$ cat src/rtl/execute_muldiv.sv
// Iterative RV32M execute unit: radix-2 shift-add multiply and restoring divide,
// 32 CALC cycles plus one sign-fix cycle, with one-edge divide-by-zero/overflow exits.
module execute_muldiv (
  input  logic        clk_i,
  input  logic        rst_i,
  input  logic        start_i,
  input  logic        flush_i,
  input  logic [2:0]  op_i,
  input  logic [31:0] rs1_data_i,
  input  logic [31:0] rs2_data_i,
  input  logic        need_dstE_i,
  input  logic [4:0]  dstE_i,
  output logic        stall_o,
  output logic        done_o,
  output logic [31:0] result_o,
  output logic        need_dstE_o,
  output logic [4:0]  dstE_o
);

  typedef enum logic [1:0] {IDLE, CALC, FIX, DONE} state_t;

  state_t      r_state;
  state_t      w_next_state;
  logic [2:0]  r_op;
  logic [31:0] r_a;
  logic [31:0] r_b;
  logic        r_sign_a;
  logic        r_sign_b;
  logic [5:0]  r_cnt;
  logic [63:0] r_prod;
  logic [31:0] r_result;
  logic        r_need_dst;
  logic [4:0]  r_dst;

  logic        w_accept;
  logic        w_sign_a;
  logic        w_sign_b;
  logic [31:0] w_mag_a;
  logic [31:0] w_mag_b;
  logic        w_div_zero;
  logic        w_div_ovf;
  logic        w_special;
  logic [31:0] w_special_res;
  logic [32:0] w_sum;
  logic [63:0] w_mul_step;
  logic [32:0] w_shift;
  logic [32:0] w_diff;
  logic        w_qbit;
  logic [63:0] w_div_step;
  logic [63:0] w_prod_fix;
  logic [31:0] w_quo_fix;
  logic [31:0] w_rem_fix;
  logic [31:0] w_fix_res;

  // Operand signedness: MULHU/DIVU/REMU unsigned in both, MULHSU unsigned in rs2.
  assign w_sign_a = rs1_data_i[31] & ~(op_i[0] & (op_i[1] | op_i[2]));
  assign w_sign_b = rs2_data_i[31] & ((~op_i[2] & ~op_i[1]) | (op_i[2] & ~op_i[0]));
  assign w_mag_a  = w_sign_a ? (~rs1_data_i + 32'd1) : rs1_data_i;
  assign w_mag_b  = w_sign_b ? (~rs2_data_i + 32'd1) : rs2_data_i;

  assign w_div_zero = op_i[2] & (rs2_data_i == 32'd0);
  assign w_div_ovf  = op_i[2] & ~op_i[0] & (rs1_data_i == 32'h8000_0000) &
                      (rs2_data_i == 32'hFFFF_FFFF);
  assign w_special  = w_div_zero | w_div_ovf;

  always_comb begin
    w_special_res = 32'd0;
    if (w_div_zero)
      w_special_res = op_i[1] ? rs1_data_i : 32'hFFFF_FFFF;
    else if (w_div_ovf)
      w_special_res = op_i[1] ? 32'd0 : 32'h8000_0000;
  end

  // Multiply: {acc_hi, multiplier} shifts right, multiplicand added into the top.
  assign w_sum      = {1'b0, r_prod[63:32]} + {1'b0, (r_prod[0] ? r_a : 32'd0)};
  assign w_mul_step = {w_sum, r_prod[31:1]};

  // Divide: {remainder, dividend/quotient} shifts left, trial subtract of divisor.
  assign w_shift    = {r_prod[63:32], r_prod[31]};
  assign w_diff     = w_shift - {1'b0, r_b};
  assign w_qbit     = ~w_diff[32];
  assign w_div_step = {(w_qbit ? w_diff[31:0] : w_shift[31:0]), r_prod[30:0], w_qbit};

  assign w_prod_fix = (r_sign_a ^ r_sign_b) ? (~r_prod + 64'd1) : r_prod;
  assign w_quo_fix  = (r_sign_a ^ r_sign_b) ? (~r_prod[31:0] + 32'd1) : r_prod[31:0];
  assign w_rem_fix  = r_sign_a ? (~r_prod[63:32] + 32'd1) : r_prod[63:32];

  always_comb begin
    w_fix_res = 32'd0;
    if (r_op[2])
      w_fix_res = r_op[1] ? w_rem_fix : w_quo_fix;
    else
      w_fix_res = (r_op[1:0] == 2'b00) ? w_prod_fix[31:0] : w_prod_fix[63:32];
  end

  assign w_accept = (r_state == IDLE) & start_i & ~flush_i;

  always_comb begin
    w_next_state = r_state;
    case (r_state)
      IDLE: if (w_accept) w_next_state = w_special ? DONE : CALC;
      CALC: if (r_cnt == 6'd31) w_next_state = FIX;
      FIX:  w_next_state = DONE;
      DONE: w_next_state = IDLE;
      default: w_next_state = IDLE;
    endcase
    if (flush_i) w_next_state = IDLE;
  end

  always_ff @(posedge clk_i) begin
    if (rst_i) r_state <= IDLE;
    else       r_state <= w_next_state;
  end

  always_ff @(posedge clk_i) begin
    if (rst_i) begin
      r_op       <= 3'd0;
      r_a        <= 32'd0;
      r_b        <= 32'd0;
      r_sign_a   <= 1'b0;
      r_sign_b   <= 1'b0;
      r_cnt      <= 6'd0;
      r_prod     <= 64'd0;
      r_result   <= 32'd0;
      r_need_dst <= 1'b0;
      r_dst      <= 5'd0;
    end else if (flush_i) begin
      r_cnt <= 6'd0;
    end else begin
      case (r_state)
        IDLE: begin
          if (start_i) begin
            r_op       <= op_i;
            r_a        <= w_mag_a;
            r_b        <= w_mag_b;
            r_sign_a   <= w_sign_a;
            r_sign_b   <= w_sign_b;
            r_need_dst <= need_dstE_i;
            r_dst      <= dstE_i;
            r_cnt      <= 6'd0;
            r_prod     <= {32'd0, (op_i[2] ? w_mag_a : w_mag_b)};
            if (w_special) r_result <= w_special_res;
          end
        end
        CALC: begin
          r_prod <= r_op[2] ? w_div_step : w_mul_step;
          r_cnt  <= (r_cnt == 6'd31) ? 6'd0 : r_cnt + 6'd1;
        end
        FIX:     r_result <= w_fix_res;
        default: ;
      endcase
    end
  end

  assign stall_o     = (w_accept & ~rst_i) | (r_state == CALC) | (r_state == FIX);
  assign done_o      = (r_state == DONE);
  assign result_o    = r_result;
  assign need_dstE_o = r_need_dst;
  assign dstE_o      = r_dst;

endmodule

$ cat config.mk
export PLATFORM = sky130hd
export DESIGN_NAME = execute_muldiv
export DESIGN_NICKNAME = d
export VERILOG_FILES = /design/src/rtl/execute_muldiv.sv
export SDC_FILE = /design/constraint.sdc
export NUM_CORES = 1
export LEC_CHECK = 0
export CAP_MARGIN = 10
export CORE_UTILIZATION = 36
export CTS_BUF_LIST = sky130_fd_sc_hd__clkbuf_8
export CTS_CLUSTER_SIZE = 25
export DETAILED_ROUTE_END_ITERATION = 8
export PLACE_DENSITY = 0.66
export SYNTH_ARGS = -nofsm -noshare
export SYNTH_HDL_FRONTEND = slang
export SYNTH_SLANG_ARGS = --single-unit
$ cat constraint.sdc
create_clock -name clk_i -period 3.15 [get_ports clk_i]
set_input_delay 0.63 -clock clk_i [delete_from_list [all_inputs] [get_ports clk_i]]
set_output_delay 0.63 -clock clk_i [all_outputs]
set_load 0.005 [all_outputs]
==> results.txt <==
----------------------------------------------------
[Routing]
  Initial detailed-routing violation count ... around 1900
  Post-detailed-route DRC marker count ... 0
  Post-route antenna net violation count ... 0
  Detailed-route wire length ... 70600 um
  Via count ... 18747
  Routed length per placed instance ... 22.1 um
  Via density per instance ... 5.87
  Number of iterations in the first detailed-routing pass ... 5

[STA]
  Max Transition Viols Final ... 0
  Least setup slack across all paths after layout ... -0.0395 ns
  Worst clock skew on the final layout ... a little under 0.02 ns
  Final Hold Vio Count ... 0
  Min Tclk post-route ... around 3.2 ns
  Total negative setup slack ... -0.0395 ns
  Share of the clock period used by the worst path after layout ... 101%
  Post-route worst hold slack ... approximately 0.46 ns
  Peak Freq ... between 300 and 400 MHz
  RSZ-0062 raised after global routing ... yes
  Least-Margin Pin Slew ... around 0.90 ns
  Final setup violation count ... 1
  Headroom to the max-slew limit ... a little under 40%

[Placement]
  Placed Cells incl. Taps ... 3148
  Post-placement setup slack ... -0.535 ns
  Port Buf Inserts ... ~120
  Final weighted congestion in routability-driven placement ... approximately 1.0
  Post-DP HPWL ... roughly 56000 um

[Cells and area]
  Fill count ... between 4000 and 5000
  Commonest cells after routing, fill and taps aside ... buf_4, nor2_1, nand2_1
  Synthesis-to-layout area growth ... 31.7%
  Most common cell after layout, fill and taps aside ... buf_4
  NumNets Final ... roughly 2700
  Fraction of final layout cells with drive strength greater than 1 ... between 20% and 30%
  Count of placed standard cells in the final layout, fillers left out ... 3192

[Worst setup path]
  Slowest stage delay, CP ... between 0.4 and 0.5 ns
  Cell occurring most often along the worst timing path ... buf_4
  Worst setup SP type ... register
  Critical path required time ... roughly 3.5 ns
  Category of cells accounting for the largest share of critical-path delay ... compound AO/OA/AOI/OAI gates
  Worst path cell trace ... buf_4 -> buf_4 -> nor4_1 -> buf_4 -> nand3_1 -> o21ai_0 -> xor2_1 -> a21oi_1 -> o221ai_1 -> a311oi_2
  Worst setup EP type ... register
  Count of buffer and inverter cells on the critical path ... 3
  R2R cell count ... 10
  Critical path depth ... 10
  Kind of critical path ... reg2reg
  Arrival time of the worst setup path ... 3.55 ns
  Critical path peak fanout ... 6
  Slowest cell on the critical path ... nor4_1

[Job]
  # Max-Cap Violations ... 0

[Floorplanning]
  Number of cell rows ... 77
  Die outline width ... between 200 and 250 um
  Die footprint ... between 40000 and 50000 um^2
  Vertical die dimension ... roughly 210 um
  Io pins ... between 100 and 150
  Initial standard-cell utilization of the core ... about 37%
  Core Area ... about 44000 um^2

[Clock tree]
  TritonCTS Buffers ... 17
  Quantity of hold-fixing buffers added after cts ... 0
  Maximum clock path buffer count ... 2
  CTS Sinks ... 179
  Clk_lat worst skew ... 0.52 ns
  Number of H-tree levels ... 4
  Clock transition at the register clock pins on the worst setup and hold paths after CTS ... 0.11 ns
  Root Driver ... clkbuf_8
  TritonCTS clock tree ... built

[Pwr]
  Leakage dissipation ... slightly below 9 nW
  VDD IR-drop max ... 0.178 mV
  Power per Cell Area ... 318 nW/um^2

[GRT]
  Via count of the first global-routing pass ... ~18000
  Number of antenna violations at the first check in global routing ... 0
  Largest net degree at the start of global routing ... 78
  Total congestion overflow ... 0
  First-pass GRT wire length ... between 100000 and 150000 um
  Total GRT Usage ... 29.6%

[Synthesis]
  Syn Nets ... 2375
  Cell variety after synth ... 84
  Number of instances in the synthesized netlist ... about 2200
  Seq cells post-synth ... about 180
  EDFF count, synth ... 0
  Netlist Area Pre-Place ... between 15000 and 20000 um^2
  Count of synthesis-stage warnings from yosys ... 0
  Proportion of synthesized flip-flops having asynchronous set or reset ... 0%
  Primary flip-flop cell chosen by synthesis mapping ... dfxtp_1
  Average instance area after synthesis ... roughly 7.3 um^2
  Register area share after synthesis ... between 20% and 30%

[Outcome]
  Run status ... finished, violations left
  Violations in the final reports ... setup timing

[Hold path]
  Worst hold path stage count ... 2
  Path category of the worst min-delay check ... reg2reg

----------------------------------------------------
[flip-flops by register name (all words and copies together) (netlist names), 2 cells and up]
name / count
r_b: 32
r_cnt: 6
dstE_o: 5
result_o: 32
r_state: 2
r_a: 32
r_op: 3
r_prod: 64
[what timing repair did]
| action | CTS | global route |
|---|---|---|
| endpoints found under the hold margin | 0 | 0 |
| gates cloned | 0 | 1 |
| pin swaps | 5 | 19 |
| setup buffers | 0 | 10 |
| gates resized for setup | 21 | 45 |
| endpoints found under the setup margin | 36 | 38 |
[cell families (layout without fill, tap and decap cells)]
| family | count (synthesis) | in the layout | synth area share (%) |
|---|---|---|---|
| AND/OR/NAND/NOR | 747 | 747 | 22.0 |
| adder cells (fa/ha/maj) | 76 | 76 | 5.96 |
| buffers and inverters | 257 | 634 | 6.32 |
| XOR/XNOR | 207 | 207 | 11.2 |
| other | 0 | 1 | 0 |
| multiplexers | 73 | 73 | 4.62 |
| flip-flops | 179 | 179 | 22.1 |
| AO/OA/AOI/OAI | 683 | 683 | 27.8 |
[worst paths after layout]
path | from | to | slack [ns]
max | r_prod[34] | result_o[17] | -0.04
min | dstE_o[3] | dstE_o[3] | 0.46
max reg2reg | r_prod[34] | result_o[17] | -0.04
min reg2reg | dstE_o[3] | dstE_o[3] | 0.46
[through the flow]
step                      area, um^2  power, mW  utilization, %
after floorplan                16200       3.83               -
after detailed placement       20500       4.93            46.3
after global placement         20500       4.90            46.3
after CTS                      21100       6.72            47.5
final                          21300       6.79            48.2
after global routing           21300       7.08            48.1
[cells in the mapped netlist (11+ instances only)]
library cell | number | area (um^2)
a31oi_1 | 28 | 175
o31ai_1 | 20 | 150
xnor2_1 | 113 | 990
o211ai_1 | 19 | 143
inv_1 | 76 | 285
mux2_2 | 15 | 169
buf_2 | 12 | 60.1
a21oi_1 | 182 | 911
o21ai_0 | 144 | 721
nor3_1 | 58 | 290
o21a_1 | 12 | 90.1
and2_1 | 44 | 275
a22oi_1 | 20 | 150
nand4_1 | 25 | 156
nand2_1 | 193 | 724
dfxtp_1 | 179 | 3580
a211oi_1 | 98 | 736
mux2i_1 | 58 | 581
xor2_1 | 94 | 823
ha_1 | 74 | 926
clkbuf_1 | 149 | 559
nand3_1 | 35 | 175
nor2_1 | 262 | 983
a21o_1 | 29 | 218
a311oi_2 | 11 | 165
o221ai_1 | 12 | 105
or3_1 | 17 | 106
o41ai_1 | 13 | 114
nand2b_1 | 22 | 138
nor4_1 | 21 | 131
[report_power, final]
group	total (mW)	internal, mW	leakage, nW	switching (mW)
Clock	1.79	0.850	0.215	0.943
Combinational	2.48	1.05	7.01	1.43
Sequential	2.51	2.39	1.46	0.118
[final cells by class]
class	count	area [um^2]	share of cell area (%)
multi-input cells	1786	11900	55.8
repair buffers	525	4370	20.5
flip-flops and latches	179	3590	16.8
well taps	592	741	3.47
inverters	77	289	1.35
clock buffers	20	275	1.29
clock inverters	12	155	0.727
diodes	1	2.50	0.0117
[worst min-delay path: stages (launching register included)]
cell     delay [ns]
dfxtp_1        0.33
nand2_1        0.05
a21oi_1        0.05
[layer usage]
| metal | global-route usage [%] | vias up | wire length, um |
|---|---|---|---|
| met4 | 12.0 | 0 | 2880 |
| met3 | 4.67 | 152 | 5680 |
| met5 | 0 | - | 0 |
| li1 | - | 8732 | - |
| met2 | 46.2 | 893 | 30700 |
| met1 | 40.7 | 8970 | 31300 |
Note: power is estimated with default switching activity, not from simulation.
